## config.mk

```make
export PLATFORM = sky130hd
export DESIGN_NAME = alu_exec_unit
export DESIGN_NICKNAME = d
export VERILOG_FILES = /design/src/rtl/alu_exec_unit.sv
export SDC_FILE = /design/constraint.sdc
export NUM_CORES = 1
export LEC_CHECK = 0
export BUFFER_PORTS_ARGS = -buffer_cell sky130_fd_sc_hd__buf_2
export CAP_MARGIN = 10
export CORE_MARGIN = 2
export CORE_UTILIZATION = 52
export DETAILED_ROUTE_END_ITERATION = 8
export HOLD_SLACK_MARGIN = 0.05
export PLACE_DENSITY = 0.75
export SYNTH_ARGS = -nofsm -noshare
export SYNTH_HDL_FRONTEND = slang
export SYNTH_SLANG_ARGS = --single-unit
```

## constraint.sdc

```tcl
create_clock -name clk_i -period 0.85 [get_ports clk_i]
set_input_delay 0.085 -clock clk_i [delete_from_list [all_inputs] [get_ports clk_i]]
set_output_delay 0.085 -clock clk_i [all_outputs]
set_load 0.05 [all_outputs]
```

## src/rtl/alu_exec_unit.sv

```systemverilog
// Execute-stage ALU: registered result and zero flag, valid/ready handshake, optional iterative MUL.
// Optional feature macro: ALU_EXEC_MUL_EN (adds the shift-add multiplier on code 3).
module alu_exec_unit #(
    parameter int DATA_W = 32
) (
    input  logic              clk_i,
    input  logic              rst_i,
    input  logic              valid_i,
    output logic              ready_o,
    input  logic [3:0]        ctrl_i,
    input  logic [DATA_W-1:0] src1_i,
    input  logic [DATA_W-1:0] src2_i,
    input  logic [4:0]        shamt_i,
    output logic [DATA_W-1:0] result_o,
    output logic              zero_o,
    output logic              done_o,
    output logic              err_o
);

    localparam logic [3:0] OP_AND  = 4'd0;
    localparam logic [3:0] OP_OR   = 4'd1;
    localparam logic [3:0] OP_ADD  = 4'd2;
    localparam logic [3:0] OP_MUL  = 4'd3;
    localparam logic [3:0] OP_SUB  = 4'd6;
    localparam logic [3:0] OP_SLT  = 4'd7;
    localparam logic [3:0] OP_SRA  = 4'd9;
    localparam logic [3:0] OP_SRAV = 4'd11;
    localparam logic [3:0] OP_SLTU = 4'd13;
    localparam logic [3:0] OP_LUI  = 4'd14;

    logic signed [DATA_W-1:0] src1_s;
    logic signed [DATA_W-1:0] src2_s;
    logic        [DATA_W-1:0] alu_res_p0;
    logic                     alu_legal_p0;
    logic                     accept;

    function automatic logic [DATA_W-1:0] sra_fn(input logic signed [DATA_W-1:0] v,
                                                 input logic [4:0] sh);
        logic signed [DATA_W-1:0] t;
        t = v >>> sh;
        return t;
    endfunction

    function automatic logic [DATA_W-1:0] flag_fn(input logic f);
        return {{(DATA_W-1){1'b0}}, f};
    endfunction

    assign src1_s = src1_i;
    assign src2_s = src2_i;
    assign accept = valid_i & ready_o;

    always_comb begin
        alu_res_p0   = '0;
        alu_legal_p0 = 1'b1;
        case (ctrl_i)
            OP_AND:  alu_res_p0 = src1_i & src2_i;
            OP_OR:   alu_res_p0 = src1_i | src2_i;
            OP_ADD:  alu_res_p0 = src1_i + src2_i;
            OP_SUB:  alu_res_p0 = src1_i - src2_i;
            OP_SLT:  alu_res_p0 = flag_fn(src1_s < src2_s);
            OP_SLTU: alu_res_p0 = flag_fn(src1_i < src2_i);
            OP_SRA:  alu_res_p0 = sra_fn(src2_s, shamt_i);
            OP_SRAV: alu_res_p0 = sra_fn(src2_s, src1_i[4:0]);
            OP_LUI:  alu_res_p0 = src2_i << 16;
            default: alu_legal_p0 = 1'b0;
        endcase
    end

`ifdef ALU_EXEC_MUL_EN
    localparam int CNT_W = $clog2(DATA_W);
    localparam logic [0:0] ST_IDLE = 1'b0;
    localparam logic [0:0] ST_MUL  = 1'b1;

    logic [0:0]        state;
    logic [CNT_W-1:0]  count;
    logic [DATA_W-1:0] mcand;
    logic [DATA_W-1:0] mlier;
    logic [DATA_W-1:0] acc;
    logic [DATA_W-1:0] acc_next;
    logic              mul_start;

    assign ready_o   = (state == ST_IDLE);
    assign mul_start = accept && (ctrl_i == OP_MUL);
    assign acc_next  = acc + (mlier[0] ? mcand : '0);

    // multiplier datapath: no reset, only meaningful while state is ST_MUL
    always_ff @(posedge clk_i) begin
        if (mul_start) begin
            mcand <= src1_i;
            mlier <= src2_i;
            acc   <= '0;
        end else if (state == ST_MUL) begin
            mcand <= mcand << 1;
            mlier <= mlier >> 1;
            acc   <= acc_next;
        end
    end

    always_ff @(posedge clk_i or posedge rst_i) begin
        if (rst_i) begin
            state    <= ST_IDLE;
            count    <= '0;
            result_o <= '0;
            zero_o   <= 1'b1;
            done_o   <= 1'b0;
            err_o    <= 1'b0;
        end else begin
            done_o <= 1'b0;
            err_o  <= 1'b0;
            case (state)
                ST_IDLE: begin
                    if (mul_start) begin
                        state <= ST_MUL;
                        count <= '0;
                    end else if (accept) begin
                        done_o <= 1'b1;
                        if (alu_legal_p0) begin
                            result_o <= alu_res_p0;
                            zero_o   <= (alu_res_p0 == '0);
                        end else begin
                            err_o <= 1'b1;
                        end
                    end
                end
                default: begin
                    count <= count + CNT_W'(1);
                    // last iteration folds its partial product straight into the result
                    if (count == CNT_W'(DATA_W - 1)) begin
                        result_o <= acc_next;
                        zero_o   <= (acc_next == '0);
                        done_o   <= 1'b1;
                        state    <= ST_IDLE;
                    end
                end
            endcase
        end
    end
`else
    assign ready_o = 1'b1;

    always_ff @(posedge clk_i or posedge rst_i) begin
        if (rst_i) begin
            result_o <= '0;
            zero_o   <= 1'b1;
            done_o   <= 1'b0;
            err_o    <= 1'b0;
        end else begin
            done_o <= accept;
            err_o  <= accept && !alu_legal_p0;
            if (accept && alu_legal_p0) begin
                result_o <= alu_res_p0;
                zero_o   <= (alu_res_p0 == '0);
            end
        end
    end
`endif

endmodule

```

==> results.py, run 1 <==
metrics = {
    "yosys": {
        "post_synth_cell_types": 91,
        "synth_compound_area_frac": 0.317,
        "synth-adder-area-share": 0.140,
        "synthesis.area_per_instance_um2": 6.90,
        "syn_inst": 1378,
        "synth.net_count": 1559,
        "yosys.area.top_type_share": 0.135,
        "synth_largest_area_cell": "sky130_fd_sc_hd__ha_1",
        "synthArstFlopShare": 1.00,
        "synth.cell_area_um2": 9510,
        "synth.top_cells.by_area": "sky130_fd_sc_hd__ha_1, sky130_fd_sc_hd__dfrtp_1, sky130_fd_sc_hd__nand2_1",
        "postSynth.topFlopCell": "sky130_fd_sc_hd__dfrtp_1",
        "synth_xor_xnor_area_share": 0.0157,
        "synth_warnings": 0,
        "ys_seq_elements": 35,
        "part_of_the_yosys_area_used_for_sequential_elements": 0.0922,
        "yosys-mux-area-fraction": 0.0902,
        "yosys.area_share.simple": 0.261,
        "synth_top_family_by_area": "compound AO/OA/AOI/OAI gates",
        "synth_enable_flop_cells": 0,
    },
    "placed_design": {
        "place.gp.congestion": 1.22,
        "dpl.hpwl_um": 43000,
        "port_buffers": 110,
        "placedInstanceArea_um2": 14400,
    },
    "floorplanning": {
        "floorplan.io_pins": 112,
        "die_height_um": 139,
        "initial_utilization": 0.530,
        "floorplan.die.width_um": 139,
        "placement_rows": 49,
    },
    "global_route": {
        "tot_gr_track_use": 0.823,
        "wire_length_of_the_first_global_routing_pass_um": 124000,
        "number_of_global_route_vias_before_repair": 19900,
        "global_route.overflow_total": 388,
        "grt_start_max_net_pins": 49,
    },
    "status": {
        "last-stage-reached": "5_1_grt",
        "run_status": "did not finish",
        "tool.error": "[ERROR GRT-0116] Global routing finished with congestion. Check the congestion regions in the DRC Viewer.",
    },
    "clock_network": {
        "h-tree-depth": 2,
        "clock_path_buffers": 2,
        "cts-buffers-inserted": 5,
        "root_buffer": "sky130_fd_sc_hd__clkbuf_16",
        "cts_sinks": 35,
    },
}
## synth_stat cells (12+ instances only)
cell type / n
sky130_fd_sc_hd__nor4_1: 25
sky130_fd_sc_hd__a31oi_1: 13
sky130_fd_sc_hd__mux2_2: 23
sky130_fd_sc_hd__o31ai_1: 14
sky130_fd_sc_hd__buf_2: 25
sky130_fd_sc_hd__a211oi_1: 21
sky130_fd_sc_hd__clkbuf_1: 54
sky130_fd_sc_hd__o22ai_1: 12
sky130_fd_sc_hd__nor2_1: 131
sky130_fd_sc_hd__xnor2_1: 16
sky130_fd_sc_hd__a21oi_1: 109
sky130_fd_sc_hd__a221oi_1: 26
sky130_fd_sc_hd__nand2b_1: 27
sky130_fd_sc_hd__o21ai_0: 68
sky130_fd_sc_hd__o21bai_1: 13
sky130_fd_sc_hd__dfrtp_1: 34
sky130_fd_sc_hd__o211ai_1: 15
sky130_fd_sc_hd__and3_1: 12
sky130_fd_sc_hd__mux2i_1: 52
sky130_fd_sc_hd__a21o_1: 13
sky130_fd_sc_hd__nand2_1: 150
sky130_fd_sc_hd__inv_1: 94
sky130_fd_sc_hd__nor3_1: 48
sky130_fd_sc_hd__nand3_1: 33
sky130_fd_sc_hd__a22oi_1: 19
sky130_fd_sc_hd__nand4_1: 15
sky130_fd_sc_hd__ha_1: 103
## timing repair
action	CTS
pin swaps	108
gates resized for setup	392
hold buffers	2
gates cloned	2
setup buffers	100
hold endpoints to repair	37
endpoints found under the setup margin	69
## cells by family after synthesis
family | Yosys count
fa+ha+maj | 105
xor+xnor | 17
flops | 35
buf+inv | 190
other cells | 1
mux | 80
compound gates | 441
simple gates | 509
## routing by layer
metal / GRT overflow / global-route usage
met1: 8 / 0.808
met2: 236 / 1.00
met3: 7 / 0.617
met4: 137 / 0.944
met5: 0 / 0.178
## stage by stage
stage                     utilization  TNS [ns]  hold WS, ns  setup WS, ns  std cells
after CTS                       0.945    -59.72        0.301         -2.43       2244
after detailed placement        0.803    -73.47       0.0526         -3.09       2151
after global placement          0.803    -71.51       0.0402         -3.04       2151
after floorplan                     -    -48.89       0.0317         -2.03       1378
==> inputs of run 2 (changes only) <==
CORE_UTILIZATION = 37   (was 52)
HOLD_SLACK_MARGIN = not set   (was 0.05)
PLACE_DENSITY = not set   (was 0.75)
PLACE_DENSITY_LB_ADDON = 0.15   (was not set)
clock period = 1.1 ns   (was 0.85 ns; I/O delays follow)
==> results.py, run 2 <==
metrics = {
    "clock_network": {
        "clock_path_buffers": 2,
        "h-tree-depth": 2,
        "cts-buffers-inserted": 5,
        "later_pin_clock_latency_in_the_skew_report_ns": 0.27,
        "clock_tree_from_tritoncts": "yes",
        "root_buffer": "sky130_fd_sc_hd__clkbuf_16",
        "clk_pin_slew_worst_paths_ns": 0.05,
        "cts_sinks": 35,
    },
    "yosys": {
        "yosysMostFrequentCell": "sky130_fd_sc_hd__nand2_1",
        "synthArstFlopShare": 1.00,
        "part_of_the_yosys_area_used_for_sequential_elements": 0.0922,
        "syn_inst": 1378,
        "synthesis.area_per_instance_um2": 6.90,
        "post_synth_cell_types": 91,
        "postSynth.topFlopCell": "sky130_fd_sc_hd__dfrtp_1",
        "synth_largest_area_cell": "sky130_fd_sc_hd__ha_1",
        "synth_enable_flop_cells": 0,
        "synth_warnings": 0,
        "synth.cell_area_um2": 9510,
        "ys_seq_elements": 35,
        "synth.top_cells.by_area": "sky130_fd_sc_hd__ha_1, sky130_fd_sc_hd__dfrtp_1, sky130_fd_sc_hd__nand2_1",
        "post_synth_most_frequent_cells": "sky130_fd_sc_hd__nand2_1, sky130_fd_sc_hd__nor2_1, sky130_fd_sc_hd__a21oi_1",
        "yosys.area.top_type_share": 0.135,
        "synth.net_count": 1559,
    },
    "global_route": {
        "antenna_found_initial": 0,
        "tot_gr_track_use": 0.427,
        "wire_length_of_the_first_global_routing_pass_um": 85300,
        "grt_start_max_net_pins": 49,
        "global_route.overflow_total": 0,
        "number_of_global_route_vias_before_repair": 13700,
    },
    "detailed_routing": {
        "remaining_drc_errors": 0,
        "vias_per_cell": 6.12,
        "drt_pass1_iterations": 7,
        "num_vias": 14400,
        "dr.first_iter.drc_count": 1710,
        "detail_route.wirelength_um": 60400,
        "drt-wirelength-per-cell_um": 25.6,
        "drt.antenna.violating_nets": 0,
    },
    "timing": {
        "timing.clock.skew_ns": 0,
        "period_minus_slack_ns": 3.29,
        "slew_headroom": 0.368,
        "final.setup.tns_ns": -52.29,
        "layout_worst_path_cycle_share": 2.99,
        "worst-slew-pin-transition_ns": 0.941,
        "setup-violations-final": 34,
        "hold_viol_final": 0,
        "maxSlewViolCount": 0,
        "finalWorstSetupSlack_ns": -2.19,
        "rsz0062_at_grt": "yes",
        "maxClockFrequency_mhz": 304,
        "holdWs_ns": 0.125,
    },
    "final_layout": {
        "number_of_flip_flops_under_the_largest_register_name": 32,
        "final_nets": 2208,
        "postLayoutCellArea_um2": 17300,
        "registers.top_by_ff_count": "result_o",
        "area.growth.synth_to_final_pct": 81.6,
        "layout.filler_cells": 2177,
        "commonest_non_fill_non_tap_cell_in_the_layout": "sky130_fd_sc_hd__buf_4",
        "final_cell_mix": "sky130_fd_sc_hd__buf_4, sky130_fd_sc_hd__nand2_1, sky130_fd_sc_hd__nor2_1, sky130_fd_sc_hd__buf_2, sky130_fd_sc_hd__ha_1",
        "ff_latch_area_um2": 877,
        "drive_gt1_frac": 0.526,
        "multi_input_comb_area_um2": 9700,
    },
    "status": {
        "run_status": "complete, but fails checks",
        "violations": "negative setup slack",
    },
    "critical_path": {
        "worst_setup_path_start_kind": "primary input",
        "worst-r2r-setup-slack_ns": 0.30,
        "critical_path.endpoint_type": "flip-flop",
        "required_arrival_time_at_the_worst_endpoint_ns": 1.29,
        "timing_worst_setup_path_type": "in2reg",
        "critPathArrivalTime_ns": 3.48,
        "worst_r2r_startpoint": "zero_o",
        "regToRegEndpoint": "zero_o",
        "critPathMaxFanout": 6,
        "reg2reg_depth": 2,
    },
    "floorplanning": {
        "floorplan.die.width_um": 164,
        "placement_rows": 58,
        "floorplan.io_pins": 112,
        "core_outline_area_um2": 25200,
        "initial_utilization": 0.378,
        "die_area_um2": 27000,
        "die_height_um": 164,
    },
    "min_path": {
        "number_of_instances_on_the_worst_hold_path": 2,
        "min_to": "err_o",
        "min_path_type": "in2reg",
        "hold_path.startpoint": "valid_i",
    },
    "placed_design": {
        "dpl.hpwl_um": 48200,
        "place.gp.congestion": 1.14,
        "placedInstanceArea_um2": 14800,
        "port_buffers": 110,
    },
    "power_and_ir_drop": {
        "leakage_nw": 8.07,
        "power_density_nw_per_um2": 771,
        "peak_supply_drop_mv": 1.18,
        "totalPowerFinal_mw": 13.3,
    },
    "run": {
        "maxCapViolCount": 0,
    },
}
-- run 2: cell counts after synthesis --
No cell type changed its count.
-- run 2: cell type report --
type,count,share of cell area
Antenna cell,1,0.000145
Clock buffer,6,0.00804
Clock inverter,1,0.000290
Inverter,97,0.0238
Multi-Input combinational cell,1154,0.562
Sequential cell,35,0.0508
Tap cell,330,0.0239
Timing Repair Buffer,734,0.331
-- run 2: cell families (layout without fill, tap and decap cells) --
| kind of cell | Yosys count | after routing | synth area share |
|---|---|---|---|
| other cells | 1 | 2 | 0.000394 |
| mux | 80 | 81 | 0.0902 |
| xor+xnor | 17 | 17 | 0.0157 |
| buf+inv | 190 | 838 | 0.0834 |
| simple gates | 509 | 509 | 0.261 |
| compound gates | 441 | 441 | 0.317 |
| fa+ha+maj | 105 | 105 | 0.140 |
| flops | 35 | 35 | 0.0922 |
-- run 2: where the power goes --
group          internal (mW)  switching, mW  total [mW]
Sequential              1.53          0.121        1.65
Clock                  0.883          0.495        1.38
Combinational           4.46           5.83        10.3
Total                   6.87           6.45        13.3
-- run 2: how the worst max path moves through the flow --
stage / from / end / slack, ns / cells past startpoint
2_1_floorplan: ctrl_i[2] / zero_o / -1.81 / 14
3_3_place_gp: src2_i[15] / zero_o / -2.67 / 15
3_5_place_dp: src2_i[15] / zero_o / -2.66 / 15
4_1_cts: ctrl_i[2] / zero_o / -2.09 / 16
5_1_grt: ctrl_i[2] / zero_o / -2.21 / 16
6_report: ctrl_i[2] / zero_o / -2.19 / 16
-- run 2: worst max-delay path: stages --
cell                        delay [ns]
sky130_fd_sc_hd__buf_6            0.10
sky130_fd_sc_hd__and4b_4          0.38
sky130_fd_sc_hd__mux2i_4          0.32
sky130_fd_sc_hd__buf_12           0.17
sky130_fd_sc_hd__buf_6            0.17
sky130_fd_sc_hd__nand2_2          0.10
sky130_fd_sc_hd__buf_4            0.16
sky130_fd_sc_hd__a211oi_2         0.27
sky130_fd_sc_hd__a2111oi_2        0.14
sky130_fd_sc_hd__a221oi_2         0.34
sky130_fd_sc_hd__nand3_1          0.17
sky130_fd_sc_hd__a31oi_1          0.21
sky130_fd_sc_hd__nand2_1          0.09
sky130_fd_sc_hd__nor4bb_2         0.28
sky130_fd_sc_hd__nand4_1          0.22
sky130_fd_sc_hd__o31ai_2          0.23
-- run 2: routing by layer --
metal | part of all wire | global-route usage | routed length (µm) | vias up
met1 | 0.38 | 0.531 | 23100 | 6884
met3 | 0.094 | 0.0609 | 5690 | 224
met4 | 0.077 | 0.254 | 4660 | 0
li1 | - | - | - | 6423
met5 | 0 | 0 | 0 | -
met2 | 0.45 | 0.699 | 26900 | 902
-- run 2: timing repair --
item / in CTS / in global routing
setup buffers: 30 / 39
endpoints found under the hold margin: 35 / 0
gates resized for setup: 226 / 177
hold buffers: 2 / 0
setup endpoints to repair: 35 / 35
pin swaps: 70 / 62
gates cloned: 1 / 1
-- run 2: stage by stage --
stage           util  cells  setup slack (ns)
6_report       0.686   2358             -2.19
3_5_place_dp   0.587   2285             -2.66
4_1_cts        0.644   2323             -2.09
3_3_place_gp   0.587   2285             -2.67
5_1_grt        0.686   2357             -2.21
2_1_floorplan      -   1378             -1.81
(Power assumes the default switching activity.)
